## config.mk

```make
export PLATFORM = sky130hd
export DESIGN_NAME = mv_stream_ctrl
export DESIGN_NICKNAME = d
export VERILOG_FILES = /design/src/rtl/mv_pkg.sv /design/src/rtl/mv_skid_fifo.sv /design/src/rtl/mv_stream_ctrl.sv
export SDC_FILE = /design/constraint.sdc
export NUM_CORES = 1
export LEC_CHECK = 0
export BUFFER_PORTS_ARGS = -buffer_cell sky130_fd_sc_hd__clkbuf_2
export CORE_AREA = 10 10 88 90
export CTS_CLUSTER_SIZE = 10
export DETAILED_ROUTE_END_ITERATION = 7
export DIE_AREA = 0 0 98 100
export PLACE_DENSITY = 0.78
export SLEW_MARGIN = 20
export SYNTH_ARGS = -nofsm -noshare
export SYNTH_HDL_FRONTEND = slang
export SYNTH_HIERARCHICAL = 1
export SYNTH_SLANG_ARGS = --single-unit
```

## constraint.sdc

```tcl
create_clock -name clk -period 2.7 [get_ports clk]
set_input_delay 0.675 -clock clk [delete_from_list [all_inputs] [get_ports clk]]
set_output_delay 0.675 -clock clk [all_outputs]
set_load 0.005 [all_outputs]
```

## src/rtl/mv_pkg.sv

```systemverilog
// Shared types for the matrix-vector stream controller:
// the controller state encoding and the result-width helper.
package mv_pkg;

    typedef enum logic [2:0] {
        IDLE,
        LOAD_MAT,
        LOAD_VEC,
        START,
        WAIT,
        DRAIN
    } mv_state_e;

    // A dot product of n terms of dw-bit operands needs 2*dw bits plus log2(n) carry bits.
    function automatic int res_w(input int n, input int dw);
        return 2 * dw + $clog2(n);
    endfunction

endpackage

```

## src/rtl/mv_skid_fifo.sv

```systemverilog
// Two-entry skid FIFO with a registered head, so popData_o/popValid_o come straight from flops.
// A push is accepted when full if a pop happens in the same cycle.
module mv_skid_fifo #(
    parameter int W = 8
) (
    input  logic         clk,
    input  logic         rst,
    input  logic         pushValid_i,
    input  logic [W-1:0] pushData_i,
    output logic         pushReady_o,
    output logic         popValid_o,
    input  logic         popReady_i,
    output logic [W-1:0] popData_o,
    output logic [1:0]   count_o
);

    logic [W-1:0] head_q, head_d;
    logic [W-1:0] tail_q, tail_d;
    logic [1:0]   count_q, count_d;
    logic         push;
    logic         pop;

    assign popValid_o  = (count_q != 2'd0);
    assign popData_o   = head_q;
    assign count_o     = count_q;
    assign pushReady_o = (count_q != 2'd2) || popReady_i;
    assign push        = pushValid_i && pushReady_o;
    assign pop         = popValid_o && popReady_i;

    always_comb begin
        head_d  = head_q;
        tail_d  = tail_q;
        count_d = count_q;
        case ({push, pop})
            2'b10: begin
                if (count_q == 2'd0) head_d = pushData_i;
                else                 tail_d = pushData_i;
                count_d = count_q + 2'd1;
            end
            2'b01: begin
                head_d  = tail_q;
                count_d = count_q - 2'd1;
            end
            2'b11: begin
                if (count_q == 2'd2) begin
                    head_d = tail_q;
                    tail_d = pushData_i;
                end else begin
                    head_d = pushData_i;
                end
            end
            default: ;
        endcase
    end

    always_ff @(posedge clk) begin
        if (!rst) begin
            head_q  <= '0;
            tail_q  <= '0;
            count_q <= 2'd0;
        end else begin
            head_q  <= head_d;
            tail_q  <= tail_d;
            count_q <= count_d;
        end
    end

endmodule

```

## src/rtl/mv_stream_ctrl.sv

```systemverilog
// Host-side controller: streams a matrix and vector into the ROM banks, pulses start,
// waits for compute_done, then drains N results from the result RAM as a valid/ready stream.
module mv_stream_ctrl
    import mv_pkg::*;
#(
    parameter  int N          = 2,
    parameter  int DW         = 8,
    parameter  int BRAM_DEPTH = 2,
    localparam int AW         = (BRAM_DEPTH > 1) ? $clog2(BRAM_DEPTH) : 1,
    localparam int RW         = res_w(N, DW)
) (
    input  logic                  clk,
    input  logic                  rst,
    input  logic                  in_valid,
    output logic                  in_ready,
    input  logic [DW-1:0]         in_data,
    output logic [N-1:0][DW-1:0]  rom_mat_data,
    output logic [N-1:0][AW-1:0]  rom_mat_wr_addr,
    output logic [N-1:0]          rom_mat_we,
    output logic [DW-1:0]         rom_vec_data,
    output logic [AW-1:0]         rom_vec_wr_addr,
    output logic                  rom_vec_we,
    output logic                  start,
    input  logic                  compute_done,
    output logic [AW-1:0]         ram_rd_addr,
    input  logic [RW-1:0]         ram_data,
    output logic                  out_valid,
    input  logic                  out_ready,
    output logic [RW-1:0]         out_data,
    output logic                  busy
);

    localparam int             CW       = $clog2(N + 1);
    localparam logic [CW-1:0]  LAST_IDX = CW'(N - 1);
    localparam logic [CW-1:0]  COUNT_N  = CW'(N);

    mv_state_e      state_q, state_d;
    logic [CW-1:0]  rowCnt_q, rowCnt_d;
    logic [CW-1:0]  colCnt_q, colCnt_d;
    logic [CW-1:0]  rdCnt_q, rdCnt_d;
    logic [CW-1:0]  outCnt_q, outCnt_d;
    logic [N-1:0]   matWe_q, matWe_d;
    logic           vecWe_q, vecWe_d;
    logic [AW-1:0]  wrAddr_q, wrAddr_d;
    logic [DW-1:0]  wrData_q, wrData_d;
    logic           inflight_q, inflight_d;

    logic           accept;
    logic           lastMatElem;
    logic           loadDone;
    logic           drainLast;
    logic           rdIssue;
    logic           fifoPushReady;
    logic           fifoPop;
    logic [1:0]     fifoCount;

    assign accept      = in_valid && in_ready;
    assign lastMatElem = (rowCnt_q == LAST_IDX) && (colCnt_q == LAST_IDX);
    // colCnt reaching N marks the cycle the final vector write is on the ROM port.
    assign loadDone    = (state_q == LOAD_VEC) && (colCnt_q == COUNT_N);
    assign fifoPop     = out_valid && out_ready;
    assign drainLast   = fifoPop && (outCnt_q == LAST_IDX);

    always_ff @(posedge clk) begin
        if (!rst) state_q <= IDLE;
        else      state_q <= state_d;
    end

    always_comb begin
        state_d = state_q;
        case (state_q)
            IDLE:     if (accept)                state_d = LOAD_MAT;
            LOAD_MAT: if (accept && lastMatElem) state_d = LOAD_VEC;
            LOAD_VEC: if (loadDone)              state_d = START;
            START:                               state_d = WAIT;
            WAIT:     if (compute_done)          state_d = DRAIN;
            DRAIN:    if (drainLast)             state_d = IDLE;
            default:                             state_d = IDLE;
        endcase
    end

    always_comb begin
        in_ready = 1'b0;
        start    = 1'b0;
        busy     = (state_q != IDLE);
        case (state_q)
            IDLE, LOAD_MAT: in_ready = rst;
            LOAD_VEC:       in_ready = rst && (colCnt_q != COUNT_N);
            START:          start    = rst;
            default: ;
        endcase
    end

    // Issue a read only if the FIFO will still have room once the in-flight read lands.
    always_comb begin
        rdIssue = 1'b0;
        if (state_q == DRAIN && rdCnt_q != COUNT_N) begin
            if (inflight_q) rdIssue = (fifoCount == 2'd0) || (fifoCount == 2'd1 && fifoPop);
            else            rdIssue = fifoPushReady;
        end
    end

    always_comb begin
        rowCnt_d   = rowCnt_q;
        colCnt_d   = colCnt_q;
        rdCnt_d    = rdCnt_q;
        outCnt_d   = outCnt_q;
        matWe_d    = '0;
        vecWe_d    = 1'b0;
        wrAddr_d   = wrAddr_q;
        wrData_d   = wrData_q;
        inflight_d = rdIssue;
        if (accept) begin
            wrData_d = in_data;
            wrAddr_d = AW'(colCnt_q);
            if (state_q == LOAD_VEC) begin
                vecWe_d  = 1'b1;
                colCnt_d = colCnt_q + 1'b1;
            end else begin
                matWe_d = {{(N-1){1'b0}}, 1'b1} << rowCnt_q;
                if (colCnt_q == LAST_IDX) begin
                    colCnt_d = '0;
                    rowCnt_d = (rowCnt_q == LAST_IDX) ? '0 : rowCnt_q + 1'b1;
                end else begin
                    colCnt_d = colCnt_q + 1'b1;
                end
            end
        end
        if (state_q == START) colCnt_d = '0;
        if (rdIssue)          rdCnt_d  = rdCnt_q + 1'b1;
        if (fifoPop)          outCnt_d = outCnt_q + 1'b1;
        if (drainLast) begin
            rdCnt_d  = '0;
            outCnt_d = '0;
        end
    end

    always_ff @(posedge clk) begin
        if (!rst) begin
            rowCnt_q   <= '0;
            colCnt_q   <= '0;
            rdCnt_q    <= '0;
            outCnt_q   <= '0;
            matWe_q    <= '0;
            vecWe_q    <= 1'b0;
            wrAddr_q   <= '0;
            wrData_q   <= '0;
            inflight_q <= 1'b0;
        end else begin
            rowCnt_q   <= rowCnt_d;
            colCnt_q   <= colCnt_d;
            rdCnt_q    <= rdCnt_d;
            outCnt_q   <= outCnt_d;
            matWe_q    <= matWe_d;
            vecWe_q    <= vecWe_d;
            wrAddr_q   <= wrAddr_d;
            wrData_q   <= wrData_d;
            inflight_q <= inflight_d;
        end
    end

    always_comb begin
        for (int r = 0; r < N; r++) begin
            rom_mat_data[r]    = wrData_q;
            rom_mat_wr_addr[r] = wrAddr_q;
        end
    end

    assign rom_mat_we      = matWe_q;
    assign rom_vec_data    = wrData_q;
    assign rom_vec_wr_addr = wrAddr_q;
    assign rom_vec_we      = vecWe_q;
    assign ram_rd_addr     = (rdCnt_q == COUNT_N) ? '0 : AW'(rdCnt_q);

    mv_skid_fifo #(
        .W (RW)
    ) u_fifo (
        .clk         (clk),
        .rst         (rst),
        .pushValid_i (inflight_q),
        .pushData_i  (ram_data),
        .pushReady_o (fifoPushReady),
        .popValid_o  (out_valid),
        .popReady_i  (out_ready),
        .popData_o   (out_data),
        .count_o     (fifoCount)
    );

endmodule

```

==> impl_metrics.json, run 1 <==
{
  "status": "completed",
  "grt_pass1_vias": 2488,
  "critPathArrivalTime_ns": 2.53,
  "fin_skew_ns": 0.006132,
  "dpl_cell_area_um2": 3322,
  "setup_violations": 0,
  "drc": 0,
  "post_cts_resized": 0,
  "cpPeakStageDelay_ns": 0.41,
  "synth_xor_area_share_pct": 1.143,
  "synth-simple-area-share_pct": 18.16,
  "cts_tree": "done",
  "yosys.area_share.adder_pct": 2.449,
  "mappedNetlistArea_um2": 3065,
  "path_buf_inv": 2,
  "ir_drop_uv": 411.1,
  "path_clk_slew_ns": 0.06,
  "hold_path_depth": 2,
  "synth_top_family_by_area": "compound AO/OA/AOI/OAI gates",
  "worstMarginPinSlew_ns": 0.9604,
  "yosysSeqAreaShare_pct": 39.18,
  "crit_type": "flop to flop",
  "synth_compound_area_share_pct": 19.51,
  "setup_slack_ns": 0.3849,
  "fin_crit_sh_pct": 85.75,
  "cp_slowest_cell": "dfxtp_1",
  "layout_common_cells": "clkbuf_2, dfxtp_1, nand2_1, nor2_1, mux2i_1",
  "startpoint_type": "flop",
  "synthMuxAreaShare_pct": 8.163,
  "start_util_pct": 49.99,
  "syn_area_per_cell_um2": 8.733,
  "synthFlopType": "dfxtp_1",
  "synth_cells": 351,
  "clockBufferDepth": 2,
  "gp_congestion": 0.8424,
  "synth_edf_count": 0,
  "vias_per_cell": 5.276,
  "root_buffer": "clkbuf_8",
  "gr-usage-all-layers_pct": 14.23,
  "min_period_ns": 2.315,
  "async_reset_ff_share_pct": 0,
  "grt-ovfl-total": 0,
  "grt_pass1_wl_mm": 11.79,
  "rsz0062_at_grt": "false",
  "final_cell_area_um2": 3526,
  "fill_cells": 569,
  "crit_top_cell": "nand2b_1",
  "ys_ff_latch": 60,
  "cts-hold-fix-buffers": 0,
  "cp-end-kind": "flop",
  "fmax_ghz": 0.4319,
  "hold_violations": 0,
  "clock_latency_ns": 0.33,
  "cp.depth": 10,
  "dpl_worst_slack_ns": 0.05330,
  "drv_cap": 0,
  "nets": 443,
  "ff2ff_path_depth": 10,
  "slew_headroom_pct": 35.97,
  "path_max_fanout": 17,
  "fin_tns_setup_ns": 0,
  "top_usage_layer": "met2",
  "power_density_nw_per_um2": 531.6,
  "met2_usage_pct": 21.32,
  "die_h_um": 100,
  "rows": 29,
  "grt_start_max_net_pins": 60,
  "die-area_um2": 9800,
  "hpwl_mm": 5.050,
  "worstPathCellList": "nand2b_1 -> or2_2 -> nand2_1 -> inv_1 -> ha_1 -> nand2b_1 -> a21boi_2 -> buf_4 -> a2bb2oi_1 -> nor2_1",
  "cts.sinks": 60,
  "vias": 2580,
  "hp-class": "flop to flop",
  "antenna_cells": 0,
  "h-tree-depth": 3,
  "ant_nets": 0,
  "areaGrowthSynthToFinish_pct": 15.02,
  "totalPowerFinal_uw": 1874,
  "grtUsageMet3_pct": 6.319,
  "reg2reg_slack_ns": 0.38,
  "wl_mm": 7.149,
  "drive_gt1_share_pct": 30.34,
  "grtUsageMet1_pct": 16.97,
  "core_area_um2": 6132,
  "numCtsBuffers": 9,
  "dr.pass1.iters": 4,
  "critPathTopFamily": "simple AND/OR/NAND/NOR gates",
  "numPortBuffers": 81,
  "drt_iter0_drc": 94,
  "synth_cell_type_count": 44,
  "final_common_cell": "clkbuf_2",
  "io-pin-count": 82,
  "p_leak_uw": 0.001579,
  "antenna_found_initial": 0,
  "syn_nets": 387,
  "postCtsSetupBuffers": 0,
  "ys.warnings.count": 6,
  "cp.required_ns": 2.92,
  "die_w_um": 98,
  "post_drt_wl_per_cell_um": 14.62,
  "drv_slew": 0
}
-- worst reg2reg max path, stage by stage, from the launching register on --
cell and delay [ns]:
dfxtp_1 0.41, nand2b_1 0.21, or2_2 0.30, nand2_1 0.09, inv_1 0.08, ha_1 0.24, nand2b_1 0.16, a21boi_2 0.14
buf_4 0.29, a2bb2oi_1 0.22, nor2_1 0.07
-- logic make-up (layout without fill, tap and decap cells) --
logic type | after synthesis | in the layout
and+or+nand+nor | 120 | 120
AOI/OAI and AO/OA | 79 | 79
DFF | 60 | 60
buffers and inverters | 57 | 118
muxes | 25 | 25
adders and majority gates | 6 | 6
xor gates and xnor gates | 4 | 4
-- power by group --
part           internal [uW]  switching (uW)  total, uW
Clock                    479             328        807
Combinational           66.8            73.7        141
Sequential               902            24.0        926
-- registers in the layout, summed over array words and instances (netlist names) --
| name | count |
|---|---|
| inflight_q | 1 |
| u_fifo/count_o | 2 |
| rdCnt_q | 2 |
| u_fifo/tail_q | 17 |
| rom_mat_we | 2 |
| state_q | 3 |
| rom_vec_we | 1 |
| u_fifo/popData_o | 17 |
| rowCnt_q | 2 |
| outCnt_q | 2 |
| rom_vec_wr_addr | 1 |
| rom_vec_data | 8 |
| colCnt_q | 2 |
-- path summary, 6_finish.rpt --
check	start	end
max	u_fifo/count_o[0]	u_fifo/popData_o[13]
min	u_fifo/tail_q[14]	u_fifo/tail_q[14]
min reg2reg	u_fifo/tail_q[14]	u_fifo/tail_q[14]
max reg2reg	u_fifo/count_o[0]	u_fifo/popData_o[13]
-- stage by stage --
step / cells / utilization (%) / hold slack, ns
after floorplan: 351 / - / 0.4349
after global placement: 473 / 54.17 / 0.4457
after detailed placement: 473 / 54.17 / 0.4566
after CTS: 489 / 57.38 / 0.4668
after global routing: 489 / 57.50 / 0.4953
final: 489 / 57.50 / 0.4618
-- layer usage --
metal  part of all wire, %  vias to the layer above
met2                    44                      102
met3                    10                       10
met1                    44                     1186
met4                   1.5                        0
met5                     0                        -
li1                      -                     1282
-- Yosys cell counts (3+ instances only) --
cell type,number,area share [%]
nand2b_1,7,1.4
nand2_1,52,6.4
o21ai_1,4,0.65
buf_6,5,1.8
mux2i_1,25,8.2
a2bb2oi_2,10,4.9
nor2_1,27,3.3
nand3b_1,3,0.73
dfxtp_1,60,39
inv_1,15,1.8
nand4_1,3,0.61
a21oi_2,10,2.9
buf_4,19,4.7
clkbuf_1,12,1.5
or3_1,4,0.82
ha_1,6,2.4
a21oi_1,20,3.3
nor3_1,5,0.82
a2bb2oi_1,8,2.3
nand3_1,3,0.49
xnor2_1,3,0.86
o21ai_0,20,3.3
-- area by class of cell --
class                   count  area, um^2  share of cell area [%]
multi-input cells         234        1529                   43.36
flip-flops and latches     60        1201                   34.07
repair buffers             86       442.9                   12.56
clock buffers              15       166.4                   4.720
well taps                  77       96.34                   2.732
inverters                  16       60.06                   1.703
clock inverters             1       30.03                  0.8517
Power figures use the tool's default switching activity.
==> run 2: changes to the inputs <==
--- a/config.mk
+++ b/config.mk
@@ -5,12 +5,13 @@
 export SDC_FILE = /design/constraint.sdc
 export NUM_CORES = 1
 export LEC_CHECK = 0
-export BUFFER_PORTS_ARGS = -buffer_cell sky130_fd_sc_hd__clkbuf_2
+export BUFFER_PORTS_ARGS = -buffer_cell sky130_fd_sc_hd__buf_2
 export CORE_AREA = 10 10 88 90
 export CTS_CLUSTER_SIZE = 10
 export DETAILED_ROUTE_END_ITERATION = 7
 export DIE_AREA = 0 0 98 100
-export PLACE_DENSITY = 0.78
+export MAX_ROUTING_LAYER = met4
+export PLACE_DENSITY = 0.84
 export SLEW_MARGIN = 20
 export SYNTH_ARGS = -nofsm -noshare
 export SYNTH_HDL_FRONTEND = slang
==> impl_metrics.json, run 2 (same netlist as run 1, synthesis figures left out) <==
{
  "status": "completed",
  "dpl_cell_area_um2": 3359,
  "final_common_cell": "buf_2",
  "startpoint_type": "flop",
  "power_density_nw_per_um2": 516.6,
  "final_cell_area_um2": 3543,
  "slew_headroom_pct": 27.39,
  "ant_nets": 0,
  "io-pin-count": 82,
  "h-tree-depth": 3,
  "die_w_um": 98,
  "vias": 2610,
  "fmax_ghz": 0.4107,
  "combPwrFrac_pct": 7.8,
  "rsz0062_at_grt": "false",
  "hpwl_mm": 5.065,
  "grt_start_max_net_pins": 57,
  "hp-class": "flop to flop",
  "numCtsBuffers": 9,
  "worstMarginPinSlew_ns": 1.089,
  "die_h_um": 100,
  "cts.sinks": 60,
  "fill_cells": 537,
  "path_max_fanout": 17,
  "fin_crit_sh_pct": 90.19,
  "power_switching_share_pct": 23.96,
  "p_switching_uw": 438.5,
  "cts_tree": "done",
  "dp_cells": 478,
  "core_area_um2": 6132,
  "multi_input_area_um2": 1521,
  "drv_cap": 0,
  "start_util_pct": 49.99,
  "seqPwrFrac_pct": 50.5,
  "grt_pass1_wl_mm": 11.56,
  "numPortBuffers": 81,
  "crit_type": "flop to flop",
  "die-area_um2": 9800,
  "vias_per_cell": 5.283,
  "grt_pass1_vias": 2597,
  "postCtsSetupBuffers": 0,
  "gr-usage-all-layers_pct": 14.35,
  "dr.pass1.iters": 4,
  "cp-end-kind": "flop",
  "gp_congestion": 0.8418,
  "wl_mm": 7.069,
  "min_period_ns": 2.435,
  "layout_common_cells": "buf_2, dfxtp_1, nand2_1, nor2_1, mux2i_1",
  "root_buffer": "clkbuf_8",
  "post_drt_wl_per_cell_um": 14.31,
  "p_leak_uw": 0.001627,
  "hold_violations": 0,
  "grt-ovfl-total": 0,
  "antenna_found_initial": 0,
  "clockBufferDepth": 2,
  "antenna_cells": 0,
  "power_frac_clock_pct": 41.7,
  "post_cts_resized": 0,
  "areaGrowthSynthToFinish_pct": 15.59,
  "clock_latency_ns": 0.33,
  "fin_skew_ns": 0.008868,
  "rows": 29,
  "drc": 0,
  "regArea_um2": 1201,
  "nets": 448,
  "p_int_uw": 1392,
  "path_clk_slew_ns": 0.06,
  "cp.required_ns": 2.97,
  "fin_tns_setup_ns": 0,
  "cts-hold-fix-buffers": 0,
  "critPathArrivalTime_ns": 2.70,
  "drive_gt1_share_pct": 31.65,
  "finalNonFillerCells": 494,
  "drt_iter0_drc": 156,
  "ir_drop_uv": 293.9,
  "setup_violations": 0,
  "drv_slew": 0
}
run 2: cell count changes in the layout (fill, tap and decap cells not counted), moves of 2 or more:
| cell | before | now |
|---|---|---|
| buf_2 | 0 | 81 |
| clkbuf_8 | 11 | 9 |
| clkbuf_2 | 81 | 0 |
| clkinv_2 | 0 | 3 |
| clkbuf_1 | 4 | 2 |
| buf_4 | 5 | 10 |
run 2: worst paths after layout:
path                          start                    to  slack, ns  cells past startpoint
hold reg to reg    u_fifo/tail_q[0]      u_fifo/tail_q[0]       0.46                      2
setup reg to reg  u_fifo/count_o[1]  u_fifo/popData_o[14]       0.26                      8
setup / recovery  u_fifo/count_o[1]  u_fifo/popData_o[14]       0.26                      8
hold / removal     u_fifo/tail_q[0]      u_fifo/tail_q[0]       0.46                      2
run 2: final cells by class:
type	count	share of cell area [%]
Clock inverter	5	1.483
Sequential cell	60	33.90
Multi-Input combinational cell	234	42.94
Tap cell	77	2.719
Timing Repair Buffer	91	13.56
Clock buffer	11	3.708
Inverter	16	1.695
run 2: power groups by stage:
stage / sequential (uW) / combinational [uW] / clock, uW
after floorplan: 936 / 105 / 0
after global placement: 944 / 143 / 0
after detailed placement: 945 / 145 / 0
after CTS: 925 / 145 / 781
after global routing: 928 / 161 / 823
final: 924 / 143 / 763
run 2: metrics by stage:
step                      utilization [%]  hold WS, ns  worst slack [ns]  power (uW)
after global routing                57.78       0.4824            0.1591        1912
after CTS                           57.78       0.4644            0.2993        1851
final                               57.78       0.4620            0.2649        1830
after global placement              54.78       0.4474            0.1431        1087
after detailed placement            54.78       0.4555           0.04845        1089
after floorplan                         -       0.4349            0.3784        1040
run 2: metal layers:
layer  part of all wire, %  vias to the layer above  global-route usage [%]
met2                    45                      108                   22.49
met1                    44                     1188                   15.64
li1                      -                     1303                       -
met4                   1.8                        0                   6.823
met5                     0                        -                       -
met3                   9.4                       11                   5.769
run 2: critical path, stage by stage, from the launching register on:
cell and delay [ns]:
dfxtp_1 0.46, nand2b_1 0.13, or2_2 0.30, nand2_1 0.09, ha_1 0.20, inv_1 0.06, a21oi_2 0.85, a2bb2oi_1 0.13
nor2_1 0.15
==> run 3: changes to the inputs <==
--- a/config.mk
+++ b/config.mk
@@ -6,14 +6,13 @@
 export NUM_CORES = 1
 export LEC_CHECK = 0
 export BUFFER_PORTS_ARGS = -buffer_cell sky130_fd_sc_hd__buf_2
-export CORE_AREA = 10 10 88 90
+export CORE_AREA = 10 10 86 88
 export CTS_CLUSTER_SIZE = 10
 export DETAILED_ROUTE_END_ITERATION = 7
-export DIE_AREA = 0 0 98 100
+export DIE_AREA = 0 0 96 98
 export MAX_ROUTING_LAYER = met4
-export PLACE_DENSITY = 0.84
+export PLACE_DENSITY = 0.83
 export SLEW_MARGIN = 20
 export SYNTH_ARGS = -nofsm -noshare
 export SYNTH_HDL_FRONTEND = slang
-export SYNTH_HIERARCHICAL = 1
 export SYNTH_SLANG_ARGS = --single-unit
==> impl_metrics.json, run 3 <==
{
  "status": "completed",
  "cpPeakStageDelay_ns": 0.58,
  "fin_util_pct": 58.95,
  "cp.required_ns": 2.03,
  "h-tree-depth": 3,
  "fill_cells": 511,
  "worstPathCellList": "inv_1 -> or3_1 -> nor2_1 -> buf_2",
  "gp_congestion": 0.8195,
  "setup_violations": 0,
  "synth_cells": 304,
  "post_drt_wl_per_cell_um": 15.20,
  "hp-class": "flop to flop",
  "synthFlopType": "dfxtp_1",
  "vias_per_cell": 5.332,
  "grt_pass1_vias": 2266,
  "synth_cell_type_count": 51,
  "antenna_cells": 0,
  "syn_area_per_cell_um2": 9.372,
  "setup_slack_ns": 0.2764,
  "postCtsSetupBuffers": 0,
  "reg2reg_slack_ns": 0.46,
  "cp_slowest_cell": "dfxtp_1",
  "numCtsBuffers": 9,
  "core_area_um2": 5746,
  "crit_type": "flop to output pin",
  "whs_ns": 0.4581,
  "dpl_worst_slack_ns": 0.3413,
  "netlist_top_cells_count": "dfxtp_1, nor2_1, o21ai_0",
  "layout_common_cells": "buf_2, dfxtp_1, nor2_1, o21ai_0, mux2i_1",
  "vias": 2362,
  "hp-start": "outCnt_q[1]",
  "path_clk_slew_ns": 0.07,
  "root_buffer": "clkbuf_8",
  "cts-hold-fix-buffers": 0,
  "startpoint_type": "flop",
  "cp-end-kind": "output pin",
  "fin_crit_sh_pct": 89.76,
  "fin_tns_setup_ns": 0,
  "hold_path_depth": 2,
  "fin_skew_ns": 0.005681,
  "drv_cap": 0,
  "mappedNetlistArea_um2": 2849,
  "hold_end": "outCnt_q[1]",
  "worstMarginPinSlew_ns": 0.9917,
  "path_max_fanout": 12,
  "synth.most_common_cell": "dfxtp_1",
  "ys_top_cells_by_area": "dfxtp_1, mux2i_1, nor2_1",
  "multi_input_area_um2": 1360,
  "drt_iter0_drc": 90,
  "die_w_um": 96,
  "critPathArrivalTime_ns": 1.75,
  "async_reset_ff_share_pct": 0,
  "hold_violations": 0,
  "power_density_nw_per_um2": 823.0,
  "numPortBuffers": 81,
  "grt-ovfl-total": 0,
  "regArea_um2": 1201,
  "drive_gt1_share_pct": 32.34,
  "ant_nets": 0,
  "ys_ff_latch": 60,
  "die-area_um2": 9408,
  "netlist.top_cell.by_area": "dfxtp_1",
  "ff2ff_path_depth": 9,
  "synth_edf_count": 0,
  "cts.sinks": 60,
  "dr.pass1.iters": 5,
  "p_leak_uw": 0.001518,
  "slew_headroom_pct": 33.89,
  "clockBufferDepth": 2,
  "rows": 28,
  "io-pin-count": 82,
  "antenna_found_initial": 0,
  "start_util_pct": 49.59,
  "rr_startpoint": "u_fifo.count_o[0]",
  "die_h_um": 98,
  "ys.warnings.count": 0,
  "synth_top_area_share_pct": 42.16,
  "ir_drop_uv": 481.2,
  "rsz0062_at_grt": "false",
  "areaGrowthSynthToFinish_pct": 18.88,
  "post_cts_resized": 0,
  "syn_nets": 342,
  "yosysSeqAreaShare_pct": 42.16,
  "grt_pass1_wl_mm": 10.88,
  "wl_mm": 6.733,
  "nets": 402,
  "gr-usage-all-layers_pct": 14.55,
  "hpwl_mm": 4.786,
  "drv_slew": 0,
  "final_common_cell": "buf_2",
  "cts_tree": "done",
  "clock_latency_ns": 0.33,
  "drc": 0,
  "fmax_ghz": 0.4126,
  "grt_start_max_net_pins": 30,
  "r2r-end": "u_fifo.tail_q[6]",
  "min_period_ns": 2.424
}
[run 3: cell types whose count changed in the layout (fill, tap and decap cells not counted), sizes merged, moves of 6 or more]
| cell | before | now |
|---|---|---|
| a2bb2oi | 18 | 0 |
| nor2 | 27 | 47 |
| nand4 | 3 | 9 |
| mux2i | 25 | 19 |
| a221oi | 0 | 17 |
| nand2 | 53 | 13 |
| a21oi | 31 | 5 |
[run 3: cell families (layout without fill, tap and decap cells)]
kind of cell	Yosys count	in the layout	share of synthesized area, %
muxes	19	19	6.675
AOI/OAI and AO/OA	66	66	18.84
xor gates and xnor gates	4	4	1.230
buffers and inverters	50	114	10.54
DFF	60	60	42.16
adders and majority gates	8	8	3.514
and+or+nand+nor	97	97	17.04
[run 3: area by class of cell]
class                   instances  area share, %
multi-input cells             194          40.16
flip-flops and latches         60          35.46
repair buffers                 87          13.67
clock buffers                  11          4.470
well taps                      75          2.771
clock inverters                 4          2.143
inverters                      12          1.330
[run 3: through the flow]
step	power (uW)	cell area, um^2	instances
floorplan	1641	2849	304
global route	2971	3387	443
global placement	1882	3163	428
finish	2787	3387	443
CTS	2827	3387	443
detailed placement	1905	3163	428
[run 3: worst max-delay path by stage]
stage	slack [ns]	to	from
after floorplan	0.53	u_fifo.tail_q[10]	out_ready
after global placement	0.42	u_fifo.tail_q[15]	out_ready
after detailed placement	0.34	u_fifo.tail_q[7]	out_ready
after CTS	0.30	start	state_q[0]
after global routing	0.20	start	state_q[0]
final	0.28	start	state_q[0]
[run 3: critical path, delay by kind of cell, from the launching register on]
family / cells / cell delay, ns
buffers and inverters: 2 / 0.32
DFF: 1 / 0.58
and+or+nand+nor: 2 / 0.51
[run 3: routing by layer]
layer / vias up / routed length [um] / GRT usage [%]
li1: 1175 / - / -
met1: 1095 / 2845 / 16.91
met2: 83 / 3183 / 22.79
met3: 9 / 589 / 4.058
met4: 0 / 114 / 6.129
met5: - / 0 / -
[run 3: power breakdown]
group | internal, uW | switching [uW] | leakage, uW
registers | 1040 | 93.1 | 0.000487
clock network | 563 | 349 | 0.000111
logic | 317 | 427 | 0.000920
